File: src/rtl/sqrt_pkg.sv
// Shared types and constants for the odd-number integer square root.
// Holds the FSM state enum and the reset values of the square/delta registers.
package sqrt_pkg;

   typedef enum logic [1:0] {
      LOAD,
      COMPUTE,
      DONE
   } state_t;

   localparam int unsigned S_INIT = 1;
   localparam int unsigned D_INIT = 3;

endpackage

File: src/rtl/sqrt_datapath.sv
// Datapath for the odd-number square root: operand, square, delta, root.
// Ports: i_boot (capture operand, init S/D/R), i_wr_root (R+=1),
//        i_wr_square (S+=D, D+=2), i_valor (radicand), o_le (S<=V),
//        o_root (current root R).
module sqrt_datapath
   import sqrt_pkg::*;
#(
   parameter int IN_W  = 16,
   parameter int OUT_W = IN_W / 2
) (
   input  logic             clk,
   input  logic             rst_n,
   input  logic             i_boot,
   input  logic             i_wr_root,
   input  logic             i_wr_square,
   input  logic [IN_W-1:0]  i_valor,
   output logic             o_le,
   output logic [OUT_W-1:0] o_root
);

   localparam int SW = IN_W + 1;
   localparam int DW = OUT_W + 2;

   localparam logic [SW-1:0] SQ_INIT = SW'(S_INIT);
   localparam logic [DW-1:0] DL_INIT = DW'(D_INIT);

   logic [IN_W-1:0]  r_val;
   logic [SW-1:0]    r_sq;
   logic [DW-1:0]    r_dl;
   logic [OUT_W-1:0] r_root;

   logic [SW-1:0]    w_val_x;
   logic [SW-1:0]    w_dl_x;
   logic [SW-1:0]    w_sq_nx;
   logic [DW-1:0]    w_dl_nx;

   // S holds (R+1)^2; one extra bit so (2^OUT_W)^2 fits when R tops out.
   assign w_val_x = {1'b0, r_val};
   assign w_dl_x  = {{(SW - DW){1'b0}}, r_dl};
   assign w_sq_nx = r_sq + w_dl_x;
   assign w_dl_nx = r_dl + DW'(2);

   assign o_le   = (r_sq <= w_val_x);
   assign o_root = r_root;

   always_ff @(posedge clk or negedge rst_n) begin
      if (!rst_n) begin
         r_val  <= '0;
         r_sq   <= SQ_INIT;
         r_dl   <= DL_INIT;
         r_root <= '0;
      end else if (i_boot) begin
         r_val  <= i_valor;
         r_sq   <= SQ_INIT;
         r_dl   <= DL_INIT;
         r_root <= '0;
      end else begin
         if (i_wr_square) begin
            r_sq <= w_sq_nx;
            r_dl <= w_dl_nx;
         end
         if (i_wr_root) begin
            r_root <= r_root + OUT_W'(1);
         end
      end
   end

endmodule

File: src/rtl/top_sqrt.sv
// Integer square root, floor(sqrt(valor_i)), by odd-number iteration.
// Ports: clk, rst_n (async, active-low), valor_i (radicand),
//        ready_o (1 while busy, 0 when root_o valid), root_o (root),
//        cycles_o (busy-cycle count, only with SQRT_CYCLE_COUNT_EN).
// A new computation starts only on reset release; DONE holds forever.
module top_sqrt
   import sqrt_pkg::*;
#(
   parameter  int IN_W  = 16,
   localparam int OUT_W = IN_W / 2
) (
   input  logic             clk,
   input  logic             rst_n,
   input  logic [IN_W-1:0]  valor_i,
   output logic             ready_o,
   output logic [OUT_W-1:0] root_o
`ifdef SQRT_CYCLE_COUNT_EN
   ,
   output logic [OUT_W:0]   cycles_o
`endif
);

   state_t r_state;
   state_t w_next;

   logic w_boot;
   logic w_wr_root;
   logic w_wr_square;
   logic w_le;
   logic w_busy;

   always_ff @(posedge clk or negedge rst_n) begin
      if (!rst_n) begin
         r_state <= LOAD;
      end else begin
         r_state <= w_next;
      end
   end

   always_comb begin
      w_next      = r_state;
      w_boot      = 1'b0;
      w_wr_root   = 1'b0;
      w_wr_square = 1'b0;
      w_busy      = 1'b1;
      unique case (r_state)
         LOAD: begin
            w_boot = 1'b1;
            w_next = COMPUTE;
         end
         COMPUTE: begin
            // The final failing compare costs one cycle with no update.
            if (w_le) begin
               w_wr_root   = 1'b1;
               w_wr_square = 1'b1;
            end else begin
               w_next = DONE;
            end
         end
         DONE: begin
            w_busy = 1'b0;
         end
         default: begin
            w_next = LOAD;
         end
      endcase
   end

   assign ready_o = w_busy;

   sqrt_datapath #(
      .IN_W  (IN_W),
      .OUT_W (OUT_W)
   ) u_dp (
      .clk         (clk),
      .rst_n       (rst_n),
      .i_boot      (w_boot),
      .i_wr_root   (w_wr_root),
      .i_wr_square (w_wr_square),
      .i_valor     (valor_i),
      .o_le        (w_le),
      .o_root      (root_o)
   );

`ifdef SQRT_CYCLE_COUNT_EN
   logic [OUT_W:0] r_cycles;

   always_ff @(posedge clk or negedge rst_n) begin
      if (!rst_n) begin
         r_cycles <= '0;
      end else if (w_busy) begin
         r_cycles <= r_cycles + (OUT_W + 1)'(1);
      end
   end

   assign cycles_o = r_cycles;
`endif

endmodule

File: config.mk
export PLATFORM = sky130hd
export DESIGN_NAME = top_sqrt
export DESIGN_NICKNAME = d
export VERILOG_FILES = /design/src/rtl/sqrt_pkg.sv /design/src/rtl/sqrt_datapath.sv /design/src/rtl/top_sqrt.sv
export SDC_FILE = /design/constraint.sdc
export NUM_CORES = 1
export LEC_CHECK = 0
export ABC_AREA = 0
export CAP_MARGIN = 25
export CORE_UTILIZATION = 39
export DETAILED_ROUTE_END_ITERATION = 8
export PLACE_DENSITY = 0.61
export SLEW_MARGIN = 10
export SYNTH_ARGS = -nofsm -noshare
export SYNTH_HDL_FRONTEND = slang
export SYNTH_SLANG_ARGS = --single-unit
File: constraint.sdc
create_clock -name clk -period 5.5 [get_ports clk]
set_input_delay 1.1 -clock clk [delete_from_list [all_inputs] [get_ports clk]]
set_output_delay 1.1 -clock clk [all_outputs]
set_load 0.01 [all_outputs]
==> results of run 1 <==
[final cells by class]
| type | count | share of cell area |
|---|---|---|
| clock buffers | 7 | 0.0233 |
| well taps | 102 | 0.0345 |
| clock inverters | 1 | 0.00811 |
| repair buffers | 30 | 0.0824 |
| flip-flops and latches | 53 | 0.359 |
| inverters | 23 | 0.0233 |
| multi-input cells | 258 | 0.469 |
[state kept, by name, indices dropped and copies added, names as in the netlist]
signal	count
u_dp.r_sq	17
u_dp.o_root	8
r_state	2
u_dp.r_val	16
u_dp.r_dl	10
[power breakdown]
group | switching [uW] | leakage, uW | total, uW | internal (uW)
combinational | 601 | 0.000979 | 1050 | 452
sequential | 112 | 0.000671 | 655 | 542
clock | 131 | 0.0000585 | 280 | 149
total | 845 | 0.00171 | 1990 | 1140
[cells by family after synthesis]
logic type | synth area share
muxes | 0.0105
buffers and inverters | 0.0489
xor gates and xnor gates | 0.0190
adders and majority gates | 0.115
DFF | 0.413
and+or+nand+nor | 0.200
AOI/OAI and AO/OA | 0.194
[how the worst min path moves through the flow]
stage / start / endpoint / slack (ps) / cells after the start
final: u_dp.r_dl[0]$_DFFE_PN1P_ / u_dp.r_dl[0]$_DFFE_PN1P_ / 510 / 1
after floorplan: u_dp.r_val[0]$_DFFE_PN0P_ / u_dp.r_val[0]$_DFFE_PN0P_ / 450 / 2
after global placement: u_dp.r_val[0]$_DFFE_PN0P_ / u_dp.r_val[0]$_DFFE_PN0P_ / 460 / 2
after CTS: u_dp.r_dl[0]$_DFFE_PN1P_ / u_dp.r_dl[0]$_DFFE_PN1P_ / 510 / 1
after detailed placement: u_dp.o_root[7]$_DFFE_PN0P_ / u_dp.o_root[7]$_DFFE_PN0P_ / 490 / 1
after global routing: u_dp.r_val[0]$_DFFE_PN0P_ / u_dp.r_val[0]$_DFFE_PN0P_ / 530 / 2
[critical path, delay by kind of cell (launching register included)]
family / cells / cell delay [ps]
AO/OA/AOI/OAI: 3 / 990
adder cells (fa/ha/maj): 1 / 370
buffers and inverters: 1 / 230
flip-flops: 1 / 440
AND/OR/NAND/NOR: 3 / 900
[metrics by stage]
step	total power, uW	instances	setup WS, ps	instance area (um^2)	util
2_1_floorplan	1430	347	3230	3220	-
4_1_cts	2010	474	2470	3700	0.472
6_report	1990	474	2500	3700	0.472
5_1_grt	2190	474	2220	3700	0.472
3_5_place_dp	1720	466	2500	3590	0.457
3_3_place_gp	1670	465	2300	3560	0.454
[synthesized netlist by cell type, types with 3 or more instances]
library cell	count	share of area
a31oi_1	5	0.0097
nor3_1	12	0.019
o31ai_1	6	0.014
a21o_1	8	0.019
nor2b_1	4	0.0078
xnor2_1	5	0.014
o21ai_1	12	0.019
nand2b_1	5	0.0097
nor2_1	12	0.014
or2_2	5	0.0097
and3_1	7	0.014
buf_4	3	0.0070
mux2_2	3	0.010
o21a_1	6	0.014
a21oi_1	16	0.025
clkbuf_1	6	0.0070
ha_1	28	0.11
and2_1	3	0.0058
o21ai_0	25	0.039
dfstp_2	3	0.024
inv_1	23	0.027
a211o_1	6	0.016
nor3b_1	5	0.012
nand3_1	20	0.031
dfrtp_1	50	0.39
buf_2	3	0.0047
nand2_1	41	0.048
[metal layers]
layer	global-route usage	vias up	share of wire
met5	0	-	0
met4	0.0474	0	0.014
met3	0.0312	10	0.050
met2	0.284	64	0.45
met1	0.247	1181	0.49
li1	-	1283	-
==> run_results.csv, run 1 <==
group,metric,value,unit
job,max_cap_violations,0,
cts,cts_tree,"done",
die,dieArea,8630,um^2
cts,cts_buffer_depth,2,
cts,worst_skew_pair.late_latency,310,ps
sta,relSlewSlack,0.540,
status,status,"complete, no violations",
critical_path,endpoint,"u_dp.r_sq[13]$_DFFE_PN0P_",
drt,viasPerCell,5.35,
yosys,synth-seq-area-share,0.413,
global_route,grt_pass1_wl,11900,um
critical_path,rrSetupSlack,2500,ps
cts,cts_setup_buffers,0,
cts,post_cts_resized,0,
yosys,postSynthCellCount,347,
sta,drv_slew,0,
drt,route.detailed.drc,0,
die,rows,32,
critical_path,reg2reg_to,"u_dp.r_sq[13]$_DFFE_PN0P_",
critical_path,crit_path_cell_trace,"ha_1 > nand4b_4 > nor4_4 > o21ai_1 > a41oi_4 > buf_16 > and2_1 > a221o_1",
drt,drt_iter0_markers,95,
drt,wl_per_cell,14.8,um
layout,layout_commonest_cell,"dfrtp_1",
cts,htree_levels,2,
sta,period_share,0.546,
cts,path_clk_slew,90,ps
global_route,antenna_found_initial,0,
critical_path,critPathRequiredTime,5750,ps
layout,area_growth_syn_to_layout,14.9,%
yosys,ys_warn_count,0,
sta,timing.hold.ws,509,ps
layout,fill_cells,775,
sta,finalWorstPathRequiredPeriod,3000,ps
critical_path,setup.worst_path.start,"u_dp.r_sq[14]$_DFFE_PN0P_",
yosys,ys_seq_elements,53,
critical_path,reg2reg_from,"u_dp.r_sq[14]$_DFFE_PN0P_",
layout,diodes,0,
critical_path,worst-setup-path-type,"register to register",
yosys,synth.avg_cell_area,9.29,um^2
critical_path,setup.worst_path.start_class,"register",
layout,drive_above_1_share,0.0806,
drt,first_pass_iters,4,
global_route,grt-ovfl-total,0,
critical_path,crit_arrival,3250,ps
sta,fin_worst_skew,11.5,ps
yosys,synth.distinct_cells,46,
drt,routed_wl,7040,um
yosys,syn_nets,394,
critical_path,crit_fanout,24,
yosys,synthArstFlopShare,1.00,
power,ir_worst_vdd,0.248,mV
yosys,syn_area,3220,um^2
cts,cts_sinks,53,
critical_path,slowest_stage,"a41oi_4",
power,power.static_leakage,0.00171,uW
global_route,grt_pass1_vias,2460,
critical_path,end_kind,"register",
place,dp_hpwl,5010,um
layout,multi_input_area,1740,um^2
sta,max_clock_freq,333,MHz
die,boundaryPins,27,
sta,setup-violations-final,0,
drt,num_vias,2538,
sta,rsz0062_at_grt,"no",
place,gp_congestion,0.803,
layout,ff_latch_area,1330,um^2
hold_path,min_path_type,"register to register",
global_route,grt_start_max_net_pins,54,
cts,numCtsBuffers,5,
die,die_w,92.9,um
die,die-height,92.9,um
die,initial_core_util,0.411,
sta,timing.setup.tns,0,ps
critical_path,critical_path.max_stage_delay,580,ps
place,portBuffers,26,
cts,ctsHoldBuffers,0,
drt,ant_nets,0,
power,power_density,537,nW/um^2
sta,tightest_slew,689,ps
critical_path,r2r_cells,8,
sta,hold_violations,0,
global_route,grt_usage,0.178,
layout,nets,418,
yosys,synth_edf_count,0,
cts,clock-root-buffer,"clkbuf_8",
layout,layout_common_cells,"dfrtp_1 (50), nand2_1 (41), ha_1 (28), o21ai_0 (25), clkdlybuf4s50_1 (25)",
yosys,synth_ff_type,"dfrtp_1",
die,fp.coreArea,7850,um^2
No activity file was read; power rests on OpenSTA's default activity.
==> inputs of run 2 (changes only) <==
- PLACE_DENSITY: 0.61 -> 0.64
- clock period: 5.5 -> 2.64 ns (I/O delays scaled with it)
==> run 2 against run 1 <==
  * Worst setup slack worse by 2400 ps
  * Sequential share of layout area fell by 0.61 points
  * Non-clock buffer count rose by 7
  * Power up 110%
  * Count of clock-buffer cells in the layout is 1 higher
  * Cell count increased by 1.7%
  * Via count grew 2.6%
  * Global-route usage down 0.47 points
  * Die area stayed put
  * Critical endpoint is now u_dp.r_sq[15]$_DFFE_PN0P_
==> run_results.csv, run 2 (synthesized netlist as in run 1, its figures left out) <==
group,metric,value,unit
status,status,"complete, no violations",
global_route,antenna_found_initial,0,
sta,drv_slew,0,
drt,wl_per_cell,14.9,um
drt,wl_met2,3140,um
die,die_w,92.9,um
critical_path,setup.worst_path.start_class,"register",
place,gp_congestion,0.865,
power,ir_worst_vdd,0.453,mV
critical_path,end_kind,"register",
cts,cts_tree,"done",
layout,layout_common_cells,"dfrtp_1 (49), nand2_1 (41), ha_1 (27), o21ai_0 (25), clkdlybuf4s50_1 (25)",
cts,numCtsBuffers,5,
power,power.static_leakage,0.00173,uW
place,place_inst,469,
drt,wl_met3,272,um
place,dp_hpwl,4970,um
critical_path,critical_path.max_stage_delay,420,ps
die,boundaryPins,27,
critical_path,path_buf_inv,0,
place,pre_cts_ws,98.6,ps
critical_path,slowest_stage,"dfrtp_1",
cts,worst_skew_pair.late_latency,300,ps
sta,setup-violations-final,0,
layout,largest_reg_flops,17,
drt,ant_nets,0,
hold_path,min_path_type,"input port to async pin",
layout,area_growth_syn_to_layout,17.0,%
global_route,grt_pass1_vias,2367,
place,portBuffers,26,
power,power_density,1100,nW/um^2
drt,num_vias,2604,
die,fp.coreArea,7850,um^2
layout,fill_cells,767,
cts,htree_levels,2,
layout,drive_above_1_share,0.108,
layout,ff_latch_area,1330,um^2
drt,routed.top_layer,"met4",
layout,utilization,0.481,
sta,fin_worst_skew,4.91,ps
die,rows,32,
layout,multi_input_area,1770,um^2
critical_path,critPathRequiredTime,2830,ps
die,dieArea,8630,um^2
cts,path_clk_slew,90,ps
cts,cts_buffer_depth,2,
job,max_cap_violations,0,
critical_path,cpLargestDelayFamily,"compound AO/OA/AOI/OAI gates",
drt,viasPerCell,5.40,
global_route,grt_pass1_wl,11900,um
layout,diodes,0,
sta,hold_violations,0,
drt,wirelength_met1,3710,um
sta,timing.setup.tns,0,ps
sta,tightest_slew,528,ps
layout,regMostFlops,"u_dp.r_sq",
die,initial_core_util,0.411,
cts,cts_sinks,53,
critical_path,crit_arrival,2710,ps
drt,drt_iter0_markers,142,
critical_path,crit_fanout,7,
drt,routed_wl,7190,um
die,die-height,92.9,um
layout,reg_top3,"u_dp.r_sq (17), u_dp.r_val (16), u_dp.r_dl (10)",
layout,layout.cells.non_filler,482,
sta,finalWorstPathRequiredPeriod,2510,ps
layout,nets,426,
layout,layout_commonest_cell,"dfrtp_1",
critical_path,crit_path_cell_trace,"ha_1 > nand4_1 > nor4_4 > o21ai_2 > a41oi_4 > mux2_2 > a21o_1",
critical_path,worst-setup-path-type,"register to register",
cts,ctsHoldBuffers,0,
global_route,grt-ovfl-total,0,
global_route,grt_start_max_net_pins,34,
drt,first_pass_iters,4,
sta,relSlewSlack,0.648,
sta,rsz0062_at_grt,"no",
cts,clock-root-buffer,"clkbuf_8",
drt,route.detailed.drc,0,
global_route,grt_usage,0.173,
sta,period_share,0.952,
sta,max_clock_freq,398,MHz
sta,setup_slack,127,ps
[run 2: path summary, 6_finish.rpt]
path	startpoint	to	slack [ps]	cells after the start
worst min-delay path	rst_n	u_dp.o_root[7]$_DFFE_PN0P_	180	1
max in group asynchronous	rst_n	u_dp.r_sq[14]$_DFFE_PN0P_	1820	2
worst max register to register	u_dp.r_sq[12]$_DFFE_PN0P_	u_dp.r_sq[15]$_DFFE_PN0P_	130	7
worst max-delay path	u_dp.r_sq[12]$_DFFE_PN0P_	u_dp.r_sq[15]$_DFFE_PN0P_	130	7
min in group clk	u_dp.r_val[0]$_DFFE_PN0P_	u_dp.r_val[0]$_DFFE_PN0P_	490	2
worst min register to register	u_dp.r_val[0]$_DFFE_PN0P_	u_dp.r_val[0]$_DFFE_PN0P_	490	2
[run 2: power breakdown]
part | switching, uW | leakage, uW | internal [uW] | total, uW
clock network | 267 | 0.0000395 | 190 | 457
registers | 241 | 0.000669 | 1130 | 1370
logic | 1280 | 0.00102 | 1040 | 2320
[run 2: final cells by class]
class | count | area share
clock buffers | 8 | 0.0212
inverters | 23 | 0.0229
multi-input cells | 259 | 0.470
flip-flops and latches | 53 | 0.353
well taps | 102 | 0.0338
repair buffers | 37 | 0.0985
[run 2: what timing repair did]
action / 4_1_cts / 5_1_grt
endpoints found under the setup margin: 0 / 15
buffers inserted: 0 / 3
gates resized for setup: 0 / 6
[run 2: metrics by stage]
step / area (um^2) / total power, uW / hold slack (ps)
global route: 3770 / 4550 / 209
global placement: 3600 / 3520 / 463
floorplan: 3220 / 2990 / 232
detailed placement: 3600 / 3580 / 476
finish: 3770 / 4150 / 180
CTS: 3680 / 4050 / 191
[run 2: worst reg2reg max path, cell delays in order (launching register included)]
cell	delay, ps
dfrtp_1	420
ha_1	330
nand4_1	180
nor4_4	360
o21ai_2	150
a41oi_4	410
mux2_2	380
a21o_1	180
[run 2: metal layers]
layer | global-route usage | vias to the layer above
met5 | 0 | -
met4 | 0.0423 | 0
met3 | 0.0279 | 4
met2 | 0.256 | 57
met1 | 0.262 | 1230
li1 | - | 1313
